### src/rtl/i2s_led_pkg.sv
// i2s_led_pkg: shared header layout, pixel geometry and FSM state type for the LED panel stream
package i2s_led_pkg;
  localparam int HDR_BITS = 16;
  localparam int MOD_PIX  = 4;
  localparam int NX_MSB   = 15;
  localparam int NY_MSB   = 11;
  localparam int ROW_MSB  = 5;
  typedef enum logic [1:0] {
    ST_IDLE = 2'd0,
    ST_HDR  = 2'd1,
    ST_PAY  = 2'd2
  } tx_state_e;
  function automatic logic [HDR_BITS-1:0] hdr_word(input logic [3:0] nx, input logic [3:0] ny,
                                                   input logic [5:0] row);
    logic [HDR_BITS-1:0] w;
    w = '0;
    w[NX_MSB -: 4]  = nx;
    w[NY_MSB -: 4]  = ny;
    w[ROW_MSB -: 6] = row;
    return w;
  endfunction
endpackage

### src/rtl/i2s_tx_nibble_addr.sv
// i2s_tx_nibble_addr: mx/sub/my nested counters tracking the next payload nibble to fetch
module i2s_tx_nibble_addr
  import i2s_led_pkg::*;
#(
  parameter int NIB_ADDR_W = 10
) (
  input  logic                  i2s_clk,
  input  logic                  rst_n,
  input  logic                  clr,
  input  logic                  adv,
  input  logic [3:0]            nx,
  input  logic [3:0]            ny,
  output logic [3:0]            mx,
  output logic [1:0]            sub,
  output logic [3:0]            my,
  output logic [NIB_ADDR_W-1:0] nib_idx,
  output logic                  last
);
  logic mx_end, sub_end;
  assign mx_end  = mx == nx;
  assign sub_end = sub == 2'(MOD_PIX - 1);
  assign last    = mx_end && sub_end && my == ny;
  // transmit order is mx fastest, then sub, then my, so the index ((my*4+sub)*(nx+1)+mx) is a plain up-counter
  always_ff @(posedge i2s_clk or negedge rst_n)
    if (!rst_n) begin
      mx      <= '0;
      sub     <= '0;
      my      <= '0;
      nib_idx <= '0;
    end else if (clr) begin
      mx      <= '0;
      sub     <= '0;
      my      <= '0;
      nib_idx <= '0;
    end else if (adv && !last) begin
      mx      <= mx_end ? 4'd0 : mx + 4'd1;
      sub     <= mx_end ? (sub_end ? 2'd0 : sub + 2'd1) : sub;
      my      <= (mx_end && sub_end) ? my + 4'd1 : my;
      nib_idx <= nib_idx + 1'b1;
    end
endmodule

### src/rtl/i2s_frame_tx.sv
// i2s_frame_tx: per-row header + pixel payload serializer for the LED panel stream (test pattern option: TX_TESTPAT_EN)
module i2s_frame_tx
  import i2s_led_pkg::*;
#(
  parameter int ROW_W      = 6,
  parameter int NIB_ADDR_W = 10
) (
  input  logic                        i2s_clk,
  input  logic                        rst_n,
  input  logic                        enable,
  input  logic [3:0]                  cfg_nx,
  input  logic [3:0]                  cfg_ny,
  input  logic [ROW_W-1:0]            cfg_rows,
  input  logic                        test_mode,
  output logic                        rd_en,
  output logic [ROW_W+NIB_ADDR_W-1:0] rd_addr,
  input  logic [3:0]                  rd_data,
  output logic                        i2s_data,
  output logic                        tx_active,
  output logic                        frame_done
);
  tx_state_e st, st_nxt;
  logic [3:0] hdr_cnt, nx_l, ny_l, shift_q, ld_nib, mx, my;
  logic [11:0] pay_cnt, p_last;
  logic [ROW_W-1:0] rows_l, row;
  logic [1:0] sub;
  logic [NIB_ADDR_W-1:0] nib_idx;
  logic [HDR_BITS-1:0] hdr;
  logic hdr_end, pay_end, start_hdr, nib_clr, nib_last, fetch, cap, fetched_all, tx_bit, tp_row;

  assign hdr_end   = st == ST_HDR && hdr_cnt == 4'(HDR_BITS - 1);
  assign pay_end   = st == ST_PAY && pay_cnt == p_last;
  assign start_hdr = st_nxt == ST_HDR && st != ST_HDR;
  assign nib_clr   = st == ST_IDLE || (st == ST_HDR && hdr_cnt == 4'd0);
  assign hdr       = hdr_word(nx_l, ny_l, 6'(row));

  i2s_tx_nibble_addr #(.NIB_ADDR_W(NIB_ADDR_W)) u_addr (
    .i2s_clk (i2s_clk),
    .rst_n   (rst_n),
    .clr     (nib_clr),
    .adv     (fetch),
    .nx      (nx_l),
    .ny      (ny_l),
    .mx      (mx),
    .sub     (sub),
    .my      (my),
    .nib_idx (nib_idx),
    .last    (nib_last)
  );

  // state register
  always_ff @(posedge i2s_clk or negedge rst_n)
    if (!rst_n) st <= ST_IDLE;
    else st <= st_nxt;

  // next state: enable is only looked at when a row could start
  always_comb begin
    st_nxt = ST_IDLE;
    if (st == ST_IDLE) st_nxt = enable ? ST_HDR : ST_IDLE;
    else if (st == ST_HDR) st_nxt = hdr_end ? ST_PAY : ST_HDR;
    else if (st == ST_PAY) st_nxt = pay_end ? (enable ? ST_HDR : ST_IDLE) : ST_PAY;
  end

  // outputs: fetch two bits ahead of each nibble so the data lands exactly at the nibble boundary
  always_comb begin
    fetch   = (st == ST_HDR && hdr_cnt == 4'(HDR_BITS - 2)) ||
              (st == ST_PAY && pay_cnt[1:0] == 2'd2 && !fetched_all);
    rd_en   = fetch && !tp_row;
    rd_addr = {row, nib_idx};
    tx_bit  = st == ST_HDR ? hdr[~hdr_cnt] : st == ST_PAY ? shift_q[3] : 1'b0;
  end

  // per-row configuration, frozen at header start so mid-row changes wait for the next row
  always_ff @(posedge i2s_clk or negedge rst_n)
    if (!rst_n) begin
      nx_l   <= '0;
      ny_l   <= '0;
      rows_l <= '0;
      p_last <= '0;
    end else if (start_hdr) begin
      nx_l   <= cfg_nx;
      ny_l   <= cfg_ny;
      rows_l <= cfg_rows;
      p_last <= {8'(({1'b0, cfg_nx} + 5'd1) * ({1'b0, cfg_ny} + 5'd1) - 10'd1), 4'hF};
    end

  // bit counters, row counter, frame pulse and payload shifter
  always_ff @(posedge i2s_clk or negedge rst_n)
    if (!rst_n) begin
      hdr_cnt     <= '0;
      pay_cnt     <= '0;
      row         <= '0;
      frame_done  <= 1'b0;
      cap         <= 1'b0;
      fetched_all <= 1'b0;
      shift_q     <= '0;
    end else begin
      hdr_cnt     <= st == ST_HDR ? hdr_cnt + 4'd1 : 4'd0;
      pay_cnt     <= (st == ST_PAY && !pay_end) ? pay_cnt + 12'd1 : 12'd0;
      frame_done  <= pay_end && row >= rows_l;
      if (pay_end) row <= (row >= rows_l) ? '0 : row + 1'b1;
      cap         <= fetch;
      fetched_all <= nib_clr ? 1'b0 : fetched_all | (fetch & nib_last);
      shift_q     <= cap ? ld_nib : {shift_q[2:0], 1'b0};
    end

`ifdef TX_TESTPAT_EN
  logic [3:0] tp_nib;
  // test pattern: mode frozen per row, nibble generated at fetch time and staged like a buffer read
  always_ff @(posedge i2s_clk or negedge rst_n)
    if (!rst_n) begin
      tp_row <= 1'b0;
      tp_nib <= '0;
    end else begin
      if (start_hdr) tp_row <= test_mode;
      if (fetch) tp_nib <= mx ^ my ^ {2'b00, sub} ^ {2'b00, row[1:0]};
    end
  assign ld_nib = tp_row ? tp_nib : rd_data;
`else
  logic unused_tp;
  assign tp_row    = 1'b0;
  assign ld_nib    = rd_data;
  assign unused_tp = ^{test_mode, mx, my, sub};
`endif

  // launch on the falling edge so receivers sample mid-bit on the next rising edge
  always_ff @(negedge i2s_clk or negedge rst_n)
    if (!rst_n) begin
      i2s_data  <= 1'b0;
      tx_active <= 1'b0;
    end else begin
      i2s_data  <= tx_bit;
      tx_active <= st != ST_IDLE;
    end
endmodule
### config.mk
export PLATFORM = sky130hd
export DESIGN_NAME = i2s_frame_tx
export DESIGN_NICKNAME = d
export VERILOG_FILES = /design/src/rtl/i2s_led_pkg.sv /design/src/rtl/i2s_tx_nibble_addr.sv /design/src/rtl/i2s_frame_tx.sv
export SDC_FILE = /design/constraint.sdc
export NUM_CORES = 1
export LEC_CHECK = 0
export ABC_AREA = 0
export BUFFER_PORTS_ARGS = -buffer_cell sky130_fd_sc_hd__buf_2
export CORE_ASPECT_RATIO = 1.1
export CORE_MARGIN = 1
export CORE_UTILIZATION = 60
export CTS_CLUSTER_DIAMETER = 60
export DETAILED_ROUTE_END_ITERATION = 10
export PLACE_DENSITY = 0.8
export SLEW_MARGIN = 20
export SYNTH_ARGS = -nofsm -noshare
export SYNTH_HDL_FRONTEND = slang
export SYNTH_SLANG_ARGS = --single-unit
### constraint.sdc
create_clock -name i2s_clk -period 2.8 [get_ports i2s_clk]
set_clock_uncertainty 0.2 [all_clocks]
set_input_delay 0.56 -clock i2s_clk [delete_from_list [all_inputs] [get_ports i2s_clk]]
set_output_delay 0.56 -clock i2s_clk [all_outputs]
set_load 0.01 [all_outputs]
Word level (Yosys, flattened, before mapping)
Index checks and enable logic that the tools add are counted.

Bits in registers: 79. Output and inout port bits: 20. Bits of input ports: 22. Word-level logic and storage cells: 97.

Order comparisons: 2. Reduce and logical (&&, ||, !) cells: 25. Mux-type cells: 27. Multipliers: 1. Equality and inequality tests: 11. Add/subtract/negate cells: 10. Bitwise operators: 3.

Operators by type and width (number): 4-bit two-way mux (8); 10-bit two-way mux (2); 2-bit two-way mux (9); 12-bit by 1-bit adder with 12-bit output (second input constant) (1); 4-bit by 1-bit adder with 4-bit output (second input constant) (3); 12-bit == test (1); 1-bit logical AND (12); 12-bit two-way mux (1); 10-bit by 1-bit adder with 10-bit output (second input constant) (1); 4-bit by 1-bit adder with 5-bit output (second input constant) (2); 4-bit == test (2); 4-bit == test (second input constant) (2); 5-bit by 5-bit multiplier with 8-bit output (1); 2-bit nonzero test (4); 8-bit by 1-bit subtractor with 8-bit output (second input constant) (1); 6-bit by 1-bit adder with 6-bit output (second input constant) (1); 2-bit == test (second input constant) (3); 6-bit >= comparator (1); 6-bit two-way mux (1); 4-bit by 5-bit less-than comparator with 1-bit output (second input constant) (1); 1-bit two-way mux (5); 1-bit binary-select mux with 4-bit select (1); 2-bit by 1-bit == test with 1-bit output (second input constant) (2); 4-bit logical NOT (1); 9 further kinds (13).

Logic depth before layout (Yosys ltp)
Depth in word-level cells: 8. Mapped depth: 15. Depth with buffers taken out: 15.

Hierarchy
From an unflattened synthesis, not the netlist that was laid out.

Cells, all modules: 454. Area total of the unflattened synthesis: 4700.8 sq um.

By module, submodules not included: i2s_frame_tx (instances 1, area each 3524.6 sq um, cells an instance 338); i2s_tx_nibble_addr (instances 1, area each 1176.1 sq um, cells an instance 116).

==> impl_metrics.env <==
export IMPL_status="complete, but fails checks"
export IMPL_violations="negative setup slack"
export IMPL_drt_wl_total_um=9920
export IMPL_crit_top_cell="fa_1"
export IMPL_grt_usage_pct=26.4
export IMPL_die_y_um=93.5
export IMPL_cap_violations=0
export IMPL_grt_pass1_vias=3519
export IMPL_drt_pass1_iter_count=5
export IMPL_fmax_mhz=291
export IMPL_nNetsFinal=598
export IMPL_hold_slack_ns=0.0588
export IMPL_end_kind="register"
export IMPL_cts_sinks=76
export IMPL_fillers=463
export IMPL_synth_top_cell_by_area="dfrtp_1"
export IMPL_place_area_um2=5310
export IMPL_slew_viol_final=0
export IMPL_die_w_um=85.2
export IMPL_period_needed_ns=3.44
export IMPL_multi_input_area_um2=2640
export IMPL_syn_nets=501
export IMPL_crit_arrival_ns=3.51
export IMPL_num_rows=32
export IMPL_clk_pin_slew_ns=0.08
export IMPL_cts_tree="done"
export IMPL_synth_edf_count=0
export IMPL_vias=3556
export IMPL_layout_setup_ws_ns=-0.637
export IMPL_async_reset_ff_share_pct=100
export IMPL_clockBufferDepth=2
export IMPL_antenna_cells=0
export IMPL_syn_to_final_growth_pct=24.2
export IMPL_critPathSlowestCell="fa_1"
export IMPL_peakVddDrop_mv=0.430
export IMPL_fp_dieArea_um2=7960
export IMPL_yosysWarnings=0
export IMPL_io_buffer_count=40
export IMPL_leakagePower_uw=0.00280
export IMPL_post_route_period_util_pct=123
export IMPL_clk_latency_ns=0.35
export IMPL_ant_nets=0
export IMPL_critPathMaxFanout=4
export IMPL_crit_type="in -> reg"
export IMPL_grt_overflow_total=0
export IMPL_worst_ep_required_time_ns=2.87
export IMPL_cts_root_buf="clkbuf_8"
export IMPL_syn_avg_cell_area_um2=10.4
export IMPL_grt_pass1_wl_um=16100
export IMPL_drt_iter0_markers=145
export IMPL_drc_errors=0
export IMPL_synth_cell_type_count=46
export IMPL_seq_area_frac_synth_pct=41.7
export IMPL_antenna_found_initial=0
export IMPL_num_io_pins=42
export IMPL_start_kind="primary input"
export IMPL_initial_utilization_pct=63.7
export IMPL_setup_tns_ns=-3.73
export IMPL_postLayoutCoreUtil_pct=79.1
export IMPL_power_density_nw_per_um2=752
export IMPL_gp_congestion=0.844
export IMPL_ys_ff_latch=76
export IMPL_drive_above_1_share_pct=30.6
export IMPL_holdBufCountCts=0
export IMPL_critPathMaxStageDelay_ns=0.46
export IMPL_max_slew_margin_pct=42.6
export IMPL_dpl_hpwl_um=7130
export IMPL_grt_max_degree=42
export IMPL_wl_per_cell_um=15.9
export IMPL_seqCellArea_um2=1900
export IMPL_htree_levels=3
export IMPL_path_cells="buf_8, ha_4, xnor2_4, nor2b_2, fa_1, ha_1, inv_2, fa_1, buf_4, fa_2, inv_1, a21o_1, a21oi_2, xor2_1, o21ai_1"
export IMPL_stdcell_area_um2=5670
export IMPL_netlist_instances=437
export IMPL_hold_path_class="in -> async"
export IMPL_synth_top_area_share_pct=40.6
export IMPL_setup_violations=8
export IMPL_coreArea_um2=7170
export IMPL_synth_area_leaders="dfrtp_1 41%, ha_1 8.2%, xor2_1 6.9%"
export IMPL_syn_area_um2=4560
export IMPL_ys_flop_type="dfrtp_1"
export IMPL_routed_via_density=5.70
export IMPL_cts_buffers_inserted=9
export IMPL_pre_cts_slack_ns=-1.04
export IMPL_tightestPinTransition_ns=0.860
export IMPL_rsz0062_at_grt="yes"
export IMPL_finalHoldViolCount=0
## cells in the mapped netlist, types with 2 or more instances
cell type and number:
clkbuf_1 4, o21ai_0 17, mux4_2 4, and4_1 2
mux2i_1 3, nand3_1 17, a22o_1 5, or3_1 3
o21a_1 2, dfrtn_1 2, xnor2_1 10, nor4_1 3
nand2_1 26, a21oi_1 10, or2_2 3, nor2_1 47
nand3b_1 3, and2_1 6, mux2_2 21, inv_1 38
and3_1 2, fa_1 12, a221o_1 2, a2111oi_0 2
a41oi_1 2, ha_1 30, dfrtp_1 74, nor3_1 4
a21o_1 8, buf_2 3, xor2_1 36, nand4_1 10
nand2b_1 8, nor2b_1 6
## per-layer routing
layer | global-route usage, % | vias up | part of all wire, %
li1 | - | 1680 | -
met1 | 32.0 | 1767 | 41
met2 | 47.3 | 91 | 54
met3 | 4.50 | 18 | 3.8
met4 | 9.89 | 0 | 2.0
met5 | 0 | - | 0
## flip-flops by register name, summed over array words and instances, names as in the netlist, 2 cells and up
signal and flops:
u_addr.sub 2, rows_l 6, row 6, hdr_cnt 4, u_addr.my 4, ny_l 4
nx_l 4, pay_cnt 12, shift_q 4, u_addr.nib_idx 10, st 2, u_addr.mx 4
p_last 9
## timing repair
| action | 4_1_cts | 5_1_grt |
|---|---|---|
| pin swaps | 14 | 20 |
| setup endpoints to repair | 9 | 10 |
| setup buffers | 3 | 1 |
| gates resized for setup | 13 | 16 |
| cloned | 0 | 0 |
| endpoints found under the hold margin | 0 | 0 |
## per-stage QoR
stage               total power, µW  instances
floorplan                      2630        437
global placement               3140        604
detailed placement             3250        604
CTS                            4240        623
global route                   4520        624
finish                         4260        624
## worst max-delay path, delay by kind of cell
family	cells	cell delay, ns
AOI/OAI and AO/OA	3	0.31
adders and majority gates	5	1.77
and+or+nand+nor	1	0.09
buffers and inverters	4	0.38
xor gates and xnor gates	2	0.40
## final timing paths
path	slack, ns	endpoint	cells past startpoint	startpoint
worst max-delay path	-0.64	p_last[10]	15	cfg_ny[0]
worst min-delay path	0.06	shift_q[2]	2	rst_n
worst max register to register	-0.60	i2s_data	3	hdr_cnt[0]
worst min register to register	0.28	shift_q[1]	1	shift_q[0]
max in group asynchronous	1.18	i2s_data	1	rst_n
min in group i2s_clk	0.23	shift_q[0]	2	rd_data[0]
## cell usage in the layout (no fill, tap or decap), types with 4 or more instances in the layout
master    synthesis  layout
dfrtp_1          74      73
buf_4             1      53
nor2_1           47      45
xor2_1           36      34
buf_2             3      34
inv_1            38      32
nand2_1          26      26
ha_1             30      25
mux2_2           21      20
nand3_1          17      17
o21ai_0          17      11
fa_1             12      11
nand4_1          10      10
clkbuf_8          0      10
xnor2_1          10       9
nand2b_1          8       8
a21oi_1          10       8
a21o_1            8       8
inv_2             0       6
o21ai_1           0       6
and2_1            6       5
a22o_1            5       5
ha_4              0       5
buf_6             0       5
nor2b_1           6       4
mux4_2            4       4
nor3_1            4       4
## cell families after synthesis
group                    count (synthesis)  synth area share [%]
adder cells (fa/ha/maj)                 42                  13.5
buffers and inverters                   46                  3.95
multiplexers                            28                  7.81
flip-flops                              76                  41.7
XOR/XNOR                                47                  9.32
AO/OA/AOI/OAI                           53                  7.76
AND/OR/NAND/NOR                        145                  16.0
## final cells by class
class | count | area share (%)
clock buffer | 11 | 2.49
sequential | 76 | 33.6
clock inverter | 5 | 1.48
inverter | 38 | 2.52
timing repair buffer | 94 | 11.5
multi-input combinational | 315 | 46.5
tap | 85 | 1.88
## power by group
part / total [µW] / switching [µW] / internal (µW)
registers: 1480 / 157 / 1320
logic: 1840 / 895 / 946
clock network: 942 / 413 / 530
No activity file was read; power rests on OpenSTA's default activity.
